===== config.mk =====
export PLATFORM = sky130hd
export DESIGN_NAME = sobel_edge_pipe_flat
export DESIGN_NICKNAME = d
export VERILOG_FILES = /design/src/rtl/edge_pkg.sv /design/src/rtl/sobel_edge_pipe_if.sv /design/src/rtl/sobel_kernel_sum.sv /design/src/rtl/sobel_edge_pipe.sv /design/src/flat_wrapper.sv
export SDC_FILE = /design/constraint.sdc
export NUM_CORES = 1
export LEC_CHECK = 0
export BUFFER_PORTS_ARGS = -buffer_cell sky130_fd_sc_hd__buf_4
export CAP_MARGIN = 20
export CORE_ASPECT_RATIO = 0.5
export CORE_MARGIN = 4
export CORE_UTILIZATION = 50
export DETAILED_ROUTE_END_ITERATION = 10
export GPL_TIMING_DRIVEN = 0
export PLACE_DENSITY = 0.71
export SLEW_MARGIN = 20
export SYNTH_ARGS = -nofsm -noshare
export SYNTH_HDL_FRONTEND = slang
export SYNTH_SLANG_ARGS = --single-unit
export TNS_END_PERCENT = 1

===== constraint.sdc =====
create_clock -name clock -period 3.94 [get_ports clock]
set_input_delay 0.591 -clock clock [delete_from_list [all_inputs] [get_ports clock]]
set_output_delay 0.591 -clock clock [all_outputs]
set_load 0.02 [all_outputs]

===== src/rtl/edge_pkg.sv =====
// Shared widths, window slice offsets and stage payloads for the Sobel edge pipeline.
package edge_pkg;

  localparam int unsigned PIX_W     = 8;
  localparam int unsigned WIN_W     = 72;
  localparam int unsigned HCOUNT_W  = 11;
  localparam int unsigned VCOUNT_W  = 10;
  localparam int unsigned SUM_W     = 10;
  localparam int unsigned GRAD_W    = 11;
  localparam int unsigned MAG_SUM_W = 11;
  localparam int unsigned RGB_W     = 24;

  localparam int unsigned H_ACTIVE_DEF = 1024;
  localparam int unsigned V_ACTIVE_DEF = 768;
  localparam int unsigned CNT_W_DEF    = 20;

  // Row-major window: p0 is the top-left pixel in the most significant byte.
  localparam int unsigned P0_LSB = 64;
  localparam int unsigned P1_LSB = 56;
  localparam int unsigned P2_LSB = 48;
  localparam int unsigned P3_LSB = 40;
  localparam int unsigned P4_LSB = 32;
  localparam int unsigned P5_LSB = 24;
  localparam int unsigned P6_LSB = 16;
  localparam int unsigned P7_LSB = 8;
  localparam int unsigned P8_LSB = 0;

  localparam logic [PIX_W-1:0] PIX_MAX = 8'hFF;

  // Per-pixel controls captured in stage 1 and carried with the pixel.
  typedef struct packed {
    logic [HCOUNT_W-1:0] hcount;
    logic [VCOUNT_W-1:0] vcount;
    logic [PIX_W-1:0]    threshold;
    logic                mode;
    logic                mask;
  } pix_ctl_t;

  typedef struct packed {
    logic [SUM_W-1:0] sx_p;
    logic [SUM_W-1:0] sx_n;
    logic [SUM_W-1:0] sy_p;
    logic [SUM_W-1:0] sy_n;
    pix_ctl_t         ctl;
  } s1_t;

  typedef struct packed {
    logic [SUM_W-1:0] abs_gx;
    logic [SUM_W-1:0] abs_gy;
    pix_ctl_t         ctl;
  } s2_t;

  // Clamp the L1 gradient sum to the 8-bit pixel range.
  function automatic logic [PIX_W-1:0] sat_mag(input logic [MAG_SUM_W-1:0] sum);
    return (sum > MAG_SUM_W'(PIX_MAX)) ? PIX_MAX : sum[PIX_W-1:0];
  endfunction

endpackage


===== src/rtl/sobel_edge_pipe_if.sv =====
// Window-in / edge-out bus of the Sobel stage; master drives windows, slave is the pipeline.
interface sobel_edge_pipe_if
  import edge_pkg::*;
#(
  parameter int unsigned CNT_W = CNT_W_DEF
);

  logic                win_valid;
  logic [WIN_W-1:0]    win;
  logic [HCOUNT_W-1:0] hcount;
  logic [VCOUNT_W-1:0] vcount;
  logic [PIX_W-1:0]    threshold;
  logic                mode;

  logic                edge_valid;
  logic [PIX_W-1:0]    edge_mag;
  logic                edge_bin;
  logic [RGB_W-1:0]    out_rgb;
  logic [HCOUNT_W-1:0] out_hcount;
  logic [CNT_W-1:0]    edge_count;
  logic                count_strobe;

  modport master (
    output win_valid, win, hcount, vcount, threshold, mode,
    input  edge_valid, edge_mag, edge_bin, out_rgb, out_hcount, edge_count, count_strobe
  );

  modport slave (
    input  win_valid, win, hcount, vcount, threshold, mode,
    output edge_valid, edge_mag, edge_bin, out_rgb, out_hcount, edge_count, count_strobe
  );

endinterface


===== src/rtl/sobel_kernel_sum.sv =====
// Weighted 1-2-1 sum of three pixels, one half of a Sobel kernel row/column.
module sobel_kernel_sum
  import edge_pkg::*;
(
  input  logic [PIX_W-1:0] a,
  input  logic [PIX_W-1:0] b,
  input  logic [PIX_W-1:0] c,
  output logic [SUM_W-1:0] sum_c
);

  assign sum_c = SUM_W'(a) + SUM_W'({b, 1'b0}) + SUM_W'(c);

endmodule


===== src/rtl/sobel_edge_pipe.sv =====
// Three-stage Sobel magnitude pipeline with border masking, thresholding and a
// per-frame edge-pixel counter; no backpressure.
module sobel_edge_pipe
  import edge_pkg::*;
#(
  parameter int unsigned H_ACTIVE = H_ACTIVE_DEF,
  parameter int unsigned V_ACTIVE = V_ACTIVE_DEF,
  parameter int unsigned CNT_W    = CNT_W_DEF
)
(
  input  logic              clock,
  input  logic              reset,
  sobel_edge_pipe_if.slave  bus
);

  localparam logic [HCOUNT_W-1:0] H_LAST  = HCOUNT_W'(H_ACTIVE - 1);
  localparam logic [VCOUNT_W-1:0] V_LAST  = VCOUNT_W'(V_ACTIVE - 1);
  localparam logic [CNT_W-1:0]    CNT_MAX = '1;

  // ---------------- stage 1: kernel half-sums and border mask ----------------
  logic [SUM_W-1:0] sx_p_c;
  logic [SUM_W-1:0] sx_n_c;
  logic [SUM_W-1:0] sy_p_c;
  logic [SUM_W-1:0] sy_n_c;
  logic             mask_c;
  s1_t              s1_c;
  s1_t              s1_q;
  logic             s1_valid_q;

  sobel_kernel_sum u_sx_p (
    .a     (bus.win[P2_LSB +: PIX_W]),
    .b     (bus.win[P5_LSB +: PIX_W]),
    .c     (bus.win[P8_LSB +: PIX_W]),
    .sum_c (sx_p_c)
  );

  sobel_kernel_sum u_sx_n (
    .a     (bus.win[P0_LSB +: PIX_W]),
    .b     (bus.win[P3_LSB +: PIX_W]),
    .c     (bus.win[P6_LSB +: PIX_W]),
    .sum_c (sx_n_c)
  );

  sobel_kernel_sum u_sy_p (
    .a     (bus.win[P6_LSB +: PIX_W]),
    .b     (bus.win[P7_LSB +: PIX_W]),
    .c     (bus.win[P8_LSB +: PIX_W]),
    .sum_c (sy_p_c)
  );

  sobel_kernel_sum u_sy_n (
    .a     (bus.win[P0_LSB +: PIX_W]),
    .b     (bus.win[P1_LSB +: PIX_W]),
    .c     (bus.win[P2_LSB +: PIX_W]),
    .sum_c (sy_n_c)
  );

  always_comb begin
    s1_c   = '0;
    mask_c = (bus.hcount == '0) || (bus.hcount >= H_LAST) ||
             (bus.vcount == '0) || (bus.vcount >= V_LAST);
    s1_c.sx_p          = sx_p_c;
    s1_c.sx_n          = sx_n_c;
    s1_c.sy_p          = sy_p_c;
    s1_c.sy_n          = sy_n_c;
    s1_c.ctl.hcount    = bus.hcount;
    s1_c.ctl.vcount    = bus.vcount;
    s1_c.ctl.threshold = bus.threshold;
    s1_c.ctl.mode      = bus.mode;
    s1_c.ctl.mask      = mask_c;
  end

  always_ff @(posedge clock) begin
    if (!reset) begin
      s1_valid_q <= 1'b0;
      s1_q       <= '0;
    end else begin
      s1_valid_q <= bus.win_valid;
      s1_q       <= s1_c;
    end
  end

  // ---------------- stage 2: signed gradients, absolute values ----------------
  logic signed [GRAD_W-1:0] gx_c;
  logic signed [GRAD_W-1:0] gy_c;
  s2_t                      s2_c;
  s2_t                      s2_q;
  logic                     s2_valid_q;

  always_comb begin
    s2_c        = '0;
    gx_c        = $signed({1'b0, s1_q.sx_p}) - $signed({1'b0, s1_q.sx_n});
    gy_c        = $signed({1'b0, s1_q.sy_p}) - $signed({1'b0, s1_q.sy_n});
    s2_c.abs_gx = gx_c[GRAD_W-1] ? SUM_W'(-gx_c) : SUM_W'(gx_c);
    s2_c.abs_gy = gy_c[GRAD_W-1] ? SUM_W'(-gy_c) : SUM_W'(gy_c);
    s2_c.ctl    = s1_q.ctl;
  end

  always_ff @(posedge clock) begin
    if (!reset) begin
      s2_valid_q <= 1'b0;
      s2_q       <= '0;
    end else begin
      s2_valid_q <= s1_valid_q;
      s2_q       <= s2_c;
    end
  end

  // ---------------- stage 3: magnitude, threshold, display pixel ----------------
  logic [MAG_SUM_W-1:0] mag_sum_c;
  logic [PIX_W-1:0]     mag_c;
  logic                 bin_c;
  logic [RGB_W-1:0]     rgb_c;
  logic                 frame_end_c;

  always_comb begin
    mag_sum_c   = MAG_SUM_W'(s2_q.abs_gx) + MAG_SUM_W'(s2_q.abs_gy);
    mag_c       = s2_q.ctl.mask ? '0 : sat_mag(mag_sum_c);
    bin_c       = !s2_q.ctl.mask && (mag_c >= s2_q.ctl.threshold);
    rgb_c       = s2_q.ctl.mode ? {RGB_W{bin_c}} : {3{mag_c}};
    frame_end_c = s2_valid_q && (s2_q.ctl.hcount == H_LAST) && (s2_q.ctl.vcount == V_LAST);
  end

  logic                edge_valid_q;
  logic [PIX_W-1:0]    edge_mag_q;
  logic                edge_bin_q;
  logic [RGB_W-1:0]    out_rgb_q;
  logic [HCOUNT_W-1:0] out_hcount_q;

  always_ff @(posedge clock) begin
    if (!reset) begin
      edge_valid_q <= 1'b0;
      edge_mag_q   <= '0;
      edge_bin_q   <= 1'b0;
      out_rgb_q    <= '0;
      out_hcount_q <= '0;
    end else begin
      edge_valid_q <= s2_valid_q;
      edge_mag_q   <= mag_c;
      edge_bin_q   <= bin_c;
      out_rgb_q    <= rgb_c;
      out_hcount_q <= s2_q.ctl.hcount;
    end
  end

  // Frame counter: the last active pixel is always masked, so publishing and
  // clearing on that beat never loses an increment.
  logic [CNT_W-1:0] acc_q;
  logic [CNT_W-1:0] edge_count_q;
  logic             count_strobe_q;

  always_ff @(posedge clock) begin
    if (!reset) begin
      acc_q          <= '0;
      edge_count_q   <= '0;
      count_strobe_q <= 1'b0;
    end else begin
      count_strobe_q <= frame_end_c;
      if (frame_end_c) begin
        edge_count_q <= acc_q;
        acc_q        <= '0;
      end else if (s2_valid_q && bin_c && (acc_q != CNT_MAX)) begin
        acc_q <= acc_q + CNT_W'(1);
      end
    end
  end

  assign bus.edge_valid   = edge_valid_q;
  assign bus.edge_mag     = edge_mag_q;
  assign bus.edge_bin     = edge_bin_q;
  assign bus.out_rgb      = out_rgb_q;
  assign bus.out_hcount   = out_hcount_q;
  assign bus.edge_count   = edge_count_q;
  assign bus.count_strobe = count_strobe_q;

endmodule


===== src/flat_wrapper.sv =====
// flat-port wrapper written by rule: the top's interface ports become plain ports
module sobel_edge_pipe_flat import edge_pkg::*;
#(
  parameter int unsigned H_ACTIVE = H_ACTIVE_DEF,
  parameter int unsigned V_ACTIVE = V_ACTIVE_DEF,
  parameter int unsigned CNT_W    = CNT_W_DEF
)
  (clock, reset, bus_win_valid, bus_win, bus_hcount, bus_vcount, bus_threshold, bus_mode, bus_edge_valid, bus_edge_mag, bus_edge_bin, bus_out_rgb, bus_out_hcount, bus_edge_count, bus_count_strobe);
  sobel_edge_pipe_if #(.CNT_W(CNT_W)) bus_i ();
  input  logic clock;
  input  logic reset;
  input wire logic [$bits(bus_i.win_valid)-1:0] bus_win_valid;
  input wire logic [$bits(bus_i.win)-1:0] bus_win;
  input wire logic [$bits(bus_i.hcount)-1:0] bus_hcount;
  input wire logic [$bits(bus_i.vcount)-1:0] bus_vcount;
  input wire logic [$bits(bus_i.threshold)-1:0] bus_threshold;
  input wire logic [$bits(bus_i.mode)-1:0] bus_mode;
  output wire logic [$bits(bus_i.edge_valid)-1:0] bus_edge_valid;
  output wire logic [$bits(bus_i.edge_mag)-1:0] bus_edge_mag;
  output wire logic [$bits(bus_i.edge_bin)-1:0] bus_edge_bin;
  output wire logic [$bits(bus_i.out_rgb)-1:0] bus_out_rgb;
  output wire logic [$bits(bus_i.out_hcount)-1:0] bus_out_hcount;
  output wire logic [$bits(bus_i.edge_count)-1:0] bus_edge_count;
  output wire logic [$bits(bus_i.count_strobe)-1:0] bus_count_strobe;
  assign bus_i.win_valid = bus_win_valid;
  assign bus_i.win = bus_win;
  assign bus_i.hcount = bus_hcount;
  assign bus_i.vcount = bus_vcount;
  assign bus_i.threshold = bus_threshold;
  assign bus_i.mode = bus_mode;
  assign bus_edge_valid = bus_i.edge_valid;
  assign bus_edge_mag = bus_i.edge_mag;
  assign bus_edge_bin = bus_i.edge_bin;
  assign bus_out_rgb = bus_i.out_rgb;
  assign bus_out_hcount = bus_i.out_hcount;
  assign bus_edge_count = bus_i.edge_count;
  assign bus_count_strobe = bus_i.count_strobe;
  sobel_edge_pipe #(.H_ACTIVE(H_ACTIVE), .V_ACTIVE(V_ACTIVE), .CNT_W(CNT_W)) u_core (.clock(clock), .reset(reset), .bus(bus_i));
endmodule

# After elaboration in Yosys (flattened, before gate mapping)

Index checks and enable logic that the tools add are counted.

Flip-flop bits (word level): 210
Bits in latches: 0
Bits in writable memories: 0
ROM bits: 0
Input bits: 105
Output and inout bits: 66
Memories kept: 0

$add $sub $neg: 14
$mul: 0
Divide/modulo/power cells: 0
Order comparisons: 4
Eq/ne operators: 3
Shift-type cells: 0
Multiplexer cells: 5
Bitwise logic cells: 1
Reductions and logical operators: 12

Operators by type and width:

| kind                                                                    | number |
|---|---|
| 10-bit by 8-bit adder with 10-bit output                                | 4 |
| 8-bit by 9-bit adder with 10-bit output                                 | 4 |
| 24-bit two-way mux                                                      | 1 |
| 10-bit by 10-bit subtractor with 11-bit output                          | 2 |
| 20-bit by 1-bit adder with 20-bit output, second input constant         | 1 |
| 10-bit two-way mux                                                      | 2 |
| 20-bit inequality test, second input constant                           | 1 |
| 10-bit negation                                                         | 2 |
| 8-bit two-way mux                                                       | 2 |
| 10-bit by 10-bit adder with 11-bit output                               | 1 |
| 11-bit by 10-bit equality test with 1-bit output, second input constant | 1 |
| 11-bit by 10-bit >= comparator with 1-bit output, second input constant | 1 |
| 11-bit by 8-bit > comparator with 1-bit output, second input constant   | 1 |
| 11-bit zero test                                                        | 1 |
| 10-bit equality test, second input constant                             | 1 |
| 10-bit >= comparator, second input constant                             | 1 |
| 10-bit zero test                                                        | 1 |
| 8-bit >= comparator                                                     | 1 |
| 1-bit logical AND                                                       | 5 |
| 1-bit logical OR                                                        | 3 |
| 2-bit OR reduction                                                      | 1 |
| 1-bit zero test                                                         | 1 |
| 1-bit NOT                                                               | 1 |

# Logic depth before layout (Yosys ltp)

Depth in word-level cells: 8
Gate-level depth with buffers: 19

# Hierarchy

A second synthesis with hierarchy kept.

Cells, all modules: 1,022
Area total of the unflattened synthesis: 9,960.8 µm²

Modules (own cells, without submodules):

| module           | instances | cells an instance | area each (µm²) |
|---|---|---|---|
| sobel_edge_pipe  | 1         | 834               | 8,089.0 |
| sobel_kernel_sum | 4         | 47                | 467.9 |

# Worst setup path after synthesis

OpenSTA, ideal clock, no wires.

Path type: reg-to-reg
From: reg u_core.s2_q[31] in the netlist's numbering
To: reg u_core.out_rgb_q[15], in the netlist u_core.bus.out_rgb[15]
Setup time: 0.120 ns
Arrival time: 3.816 ns
Required time: 3.820 ns
Path slack: 0.003 ns
Cell stages (with the launch flop): 19
Cells stage by stage: dfxtp_1 -> ha_1 -> fa_1 -> a21o_1 -> a21oi_1 -> o21a_1 -> nor2_1 -> a31oi_1 -> buf_2 -> nor2_1 -> nor2_1 -> ha_1 -> a2111o_1 -> nor2_1 -> a211o_1 -> clkbuf_1 -> buf_2 -> a21o_1 -> nor2_1

Cells in the longest elaborated chain, start to end: 7

Ends and longest elaborated chain:

| item                                           | line                   | source |
|---|---|---|
| start: declaration                             | sobel_edge_pipe.sv:87  | `s2_t s2_q;` |
| start signal: assignment                       | sobel_edge_pipe.sv:102 | `s2_q <= '0;` |
| start signal: assignment                       | sobel_edge_pipe.sv:105 | `s2_q <= s2_c;` |
| 10-bit by 10-bit adder with 11-bit output *    | sobel_edge_pipe.sv:117 | `mag_sum_c = MAG_SUM_W'(s2_q.abs_gx) + MAG_SUM_W'(s2_q.abs_gy);` |
| 11-bit by 8-bit > comparator with 1-bit output | edge_pkg.sv:55         | `return (sum > MAG_SUM_W'(PIX_MAX)) ? PIX_MAX : sum[PIX_W-1:0];` |
| 8-bit two-way mux *                            | edge_pkg.sv:55         |  |
| 8-bit two-way mux *                            | sobel_edge_pipe.sv:118 | `mag_c = s2_q.ctl.mask ? '0 : sat_mag(mag_sum_c);` |
| named net u_core.mag_c[7]                      | sobel_edge_pipe.sv:111 | `logic [PIX_W-1:0] mag_c;` |
| 8-bit >= comparator                            | sobel_edge_pipe.sv:119 | `bin_c = !s2_q.ctl.mask && (mag_c >= s2_q.ctl.threshold);` |
| 1-bit logical AND                              | sobel_edge_pipe.sv:119 |  |
| 24-bit two-way mux *                           | sobel_edge_pipe.sv:120 | `rgb_c = s2_q.ctl.mode ? {RGB_W{bin_c}} : {3{mag_c}};` |
| end signal: assignment                         | sobel_edge_pipe.sv:141 | `out_rgb_q <= rgb_c;` |
| end: declaration                               | sobel_edge_pipe.sv:127 | `logic [RGB_W-1:0] out_rgb_q;` |

Mark *: on every way through the listed nets, which the timed path passes. The rest lies on a longest branch.
A chain may end at the register's enable or synchronous reset.

# Worst setup path after layout

From: reg u_core.s2_q[41] in the netlist's numbering
To: reg u_core.acc_q[13]

Cells in the longest elaborated chain, start to end: 8

Ends and longest elaborated chain:

| item                                           | line                   | source |
|---|---|---|
| 10-bit by 10-bit adder with 11-bit output *    | sobel_edge_pipe.sv:117 |  |
| 11-bit by 8-bit > comparator with 1-bit output | edge_pkg.sv:55         |  |
| 8-bit two-way mux *                            | edge_pkg.sv:55         |  |
| 8-bit two-way mux *                            | sobel_edge_pipe.sv:118 |  |
| 8-bit >= comparator *                          | sobel_edge_pipe.sv:119 |  |
| 1-bit logical AND *                            | sobel_edge_pipe.sv:119 |  |
| 1-bit logical AND * (2 in series)              | sobel_edge_pipe.sv:162 | `end else if (s2_valid_q && bin_c && (acc_q != CNT_MAX)) begin` |
| end signal: assignment                         | sobel_edge_pipe.sv:163 | `acc_q <= acc_q + CNT_W'(1);` |
| end: declaration                               | sobel_edge_pipe.sv:148 | `logic [CNT_W-1:0] acc_q;` |

Every way passes the cells marked *; elsewhere a longest branch is shown, timed or not.

==> impl_metrics.toml <==
[run_status]
status = "finished clean"

[timing]
finalCriticalPeriod_ns = 3.79
hold_ws_ns = 0.359
skew_ns = 0.0156
hold_violations = 0
fin_crit_sh = 0.962
slew_headroom = 0.487
setup_violations = 0
slew_violations = 0
fmax_mhz = 264
fin_ws_ns = 0.150
tightest_slew_ns = 0.769

[clocking]
postCtsHoldBufs = 0
clk_path_buf_depth = 2
tritoncts = "built"
cts_buffers = 17
clk_pin_slew_ns = 0.09
cts_sinks = 194
insertion_delay_ns = 0.44
clockRootBuffer = "clkbuf_16"
htreeDepth = 4

[setup_path]
crit_fanout = 5
reg2regPathDepth = 18
endpoint_kind = "flip-flop"
cp_cell_sequence = "ha_4 -> fa_2 -> a21o_1 -> a21oi_2 -> o21a_1 -> nor2_2 -> a31oi_4 -> nor2_2 -> or2_4 -> ha_4 -> nand2b_1 -> a21oi_1 -> nor2b_1 -> o21ai_1 -> a211o_2 -> clkbuf_16 -> or4_4 -> a21oi_2"
crit_required_ns = 4.32
path_buf_inv = 1
path_class = "flip-flop to flip-flop"
slowest_delay_ns = 0.51
critical-path-top-delay-family = "compound AO/OA/AOI/OAI gates"
arrival_ns = 4.17
critPathLaunchType = "flip-flop"
cp.depth = 18
slowest_stage = "or4_4"

[route]
drc = 0
ant_nets = 0
drt-total-wl_um = 23000
drt_iter0_drc = 300
vias = 7759
wl_per_cell_um = 15.4
vias_per_cell = 5.21
firstDrtPassIters = 5

[final_layout]
multi_input_area_um2 = 5620
nNetsFinal = 1434
drive_gt1_frac = 0.216
n_fill_cell = 1577
final_common_cell = "dfxtp_1"
final-seq-area_um2 = 3880
area_delta_synth_final_pct = 24.4
mostFrequentLayoutCells = "dfxtp_1, buf_4, nor2_1, and2_1, ha_1"
diodes = 0

[pwr]
peakVddDrop_mv = 0.300
powerDensity_nw_per_um2 = 652
leakage_nw = 5.54

[floorplanning]
ioPinCount = 171
die_y_um = 107
initial_core_util = 0.522
row_count = 35
die_area_um2 = 22200
core_um2 = 18900
dieWidth_um = 207

[flow_run]
maxCapViolCount = 0

[global_routing]
antenna_found_initial = 0
grt_overflow = 0
first_global_vias = 7643
grt_util_all_layers = 0.208
grt_pass1_wl_um = 36800
grt_max_degree = 25

[synthesis]
synth_area_leaders = "dfxtp_1, ha_1, fa_1, and2_1, nor2_1"
yosysTopAreaCell = "dfxtp_1"
ys_ff_latch = 194
syn_area_per_cell_um2 = 9.57
synth_area_um2 = 9860
yosys_warnings = 0
synth_cells = 1030
async_reset_ff_frac = 0
synth-edff-count = 0
seq_area_frac_synth = 0.394
synth_top_area_frac = 0.394
synth_nets = 1247
synth.distinct_cells = 64
synth_ff_type = "dfxtp_1"

[worst_hold_path]
hold_path_depth = 2
hold_class = "input pin to flip-flop"

[placement]
routabilityCongestion = 0.893
place_ws_ns = -0.822
io_buffers = 162
hpwl_um = 18200
power breakdown:
group	leakage (nW)	internal [mW]	switching, mW
combinational	3.62	1.70	2.09
clock	0.314	0.906	0.935
sequential	1.60	2.24	0.119
cells in the mapped netlist (3+ instances only):
cell,number
nor4_1,8
clkbuf_1,28
a311oi_1,3
o31ai_1,5
nor2b_1,22
fa_1,35
a31oi_1,8
o21a_1,6
a21oi_2,5
a211oi_1,3
buf_2,3
a21o_1,24
or3_1,10
ha_1,77
mux2i_1,27
or4_1,10
buf_4,16
o211ai_1,4
nand2_1,38
and2_1,89
o21bai_1,4
inv_1,52
a21oi_1,35
buf_1,5
nand3_1,13
o21ai_0,27
nor3_1,26
nand3b_1,4
xor2_1,15
and3_1,5
nor2_1,127
dfxtp_1,194
xnor2_1,31
o41a_1,4
nand4_1,13
nor4b_1,4
nand2b_1,9
cells by family after synthesis:
kind of cell | after synthesis | share of synthesized area
multiplexers | 27 | 0.0274
XOR/XNOR | 46 | 0.0409
buffers and inverters | 105 | 0.0472
flip-flops | 194 | 0.394
AND/OR/NAND/NOR | 394 | 0.212
adder cells (fa/ha/maj) | 112 | 0.169
AO/OA/AOI/OAI | 152 | 0.110
layer usage:
metal  part of all wire  global-route usage  vias to the layer above  routed length, µm
met4              0.018              0.0612                        0                409
met3              0.046              0.0349                       32               1050
met2               0.48               0.357                      198              11000
met5                  0                   0                        -                  0
li1                   -                   -                     3888                  -
met1               0.46               0.270                     3641              10600
worst register-to-register path, cell delays in order, from the launching register on:
cell       delay (ns)
dfxtp_2          0.33
ha_4             0.16
fa_2             0.36
a21o_1           0.18
a21oi_2          0.15
o21a_1           0.18
nor2_2           0.06
a31oi_4          0.21
nor2_2           0.08
or2_4            0.24
ha_4             0.25
nand2b_1         0.09
a21oi_1          0.06
nor2b_1          0.10
o21ai_1          0.07
a211o_2          0.38
clkbuf_16        0.18
or4_4            0.51
a21oi_2          0.13
repair_timing:
action,in CTS,in global routing
setup buffers,3,2
pin swaps,3,11
gates cloned,0,1
setup endpoints to repair,29,29
hold endpoints to repair,0,0
gates resized for setup,12,31
final timing paths:
path	start	endpoint	slack [ns]
worst max-delay path	u_core.s2_q[41]	u_core.acc_q[13]	0.15
worst min-delay path	bus_threshold[0]	u_core.s1_q[2]	0.36
worst max register to register	u_core.s2_q[41]	u_core.acc_q[13]	0.15
worst min register to register	u_core.s1_q[30]	u_core.s2_q[30]	0.43
state kept, by name (all words and copies together) (netlist names), 8 cells and up:
register	cells
u_core.bus.out_rgb	8
u_core.bus.edge_count	20
u_core.acc_q	20
u_core.s1_q	71
u_core.s2_q	51
u_core.bus.out_hcount	11
u_core.bus.edge_mag	8
area by class of cell:
type	instances	area share
Clock inverter	15	0.0187
Sequential cell	194	0.317
Buffer	53	0.0249
Timing Repair Buffer	168	0.104
Tap cell	259	0.0264
Multi-Input combinational cell	731	0.458
Inverter	52	0.0159
Clock buffer	17	0.0347
per-stage QoR:
step | area, µm² | TNS [ns] | utilization | power [mW] | std cells
6_report | 12300 | 0 | 0.650 | 7.99 | 1489
5_1_grt | 12300 | -0.0605 | 0.650 | 8.52 | 1489
4_1_cts | 12100 | 0 | 0.642 | 7.79 | 1486
3_5_place_dp | 11400 | -20.90 | 0.604 | 5.82 | 1451
3_3_place_gp | 11400 | -18.22 | 0.604 | 5.75 | 1451
2_1_floorplan | 9860 | 0 | - | 4.88 | 1030
Power figures use the tool's default switching activity.
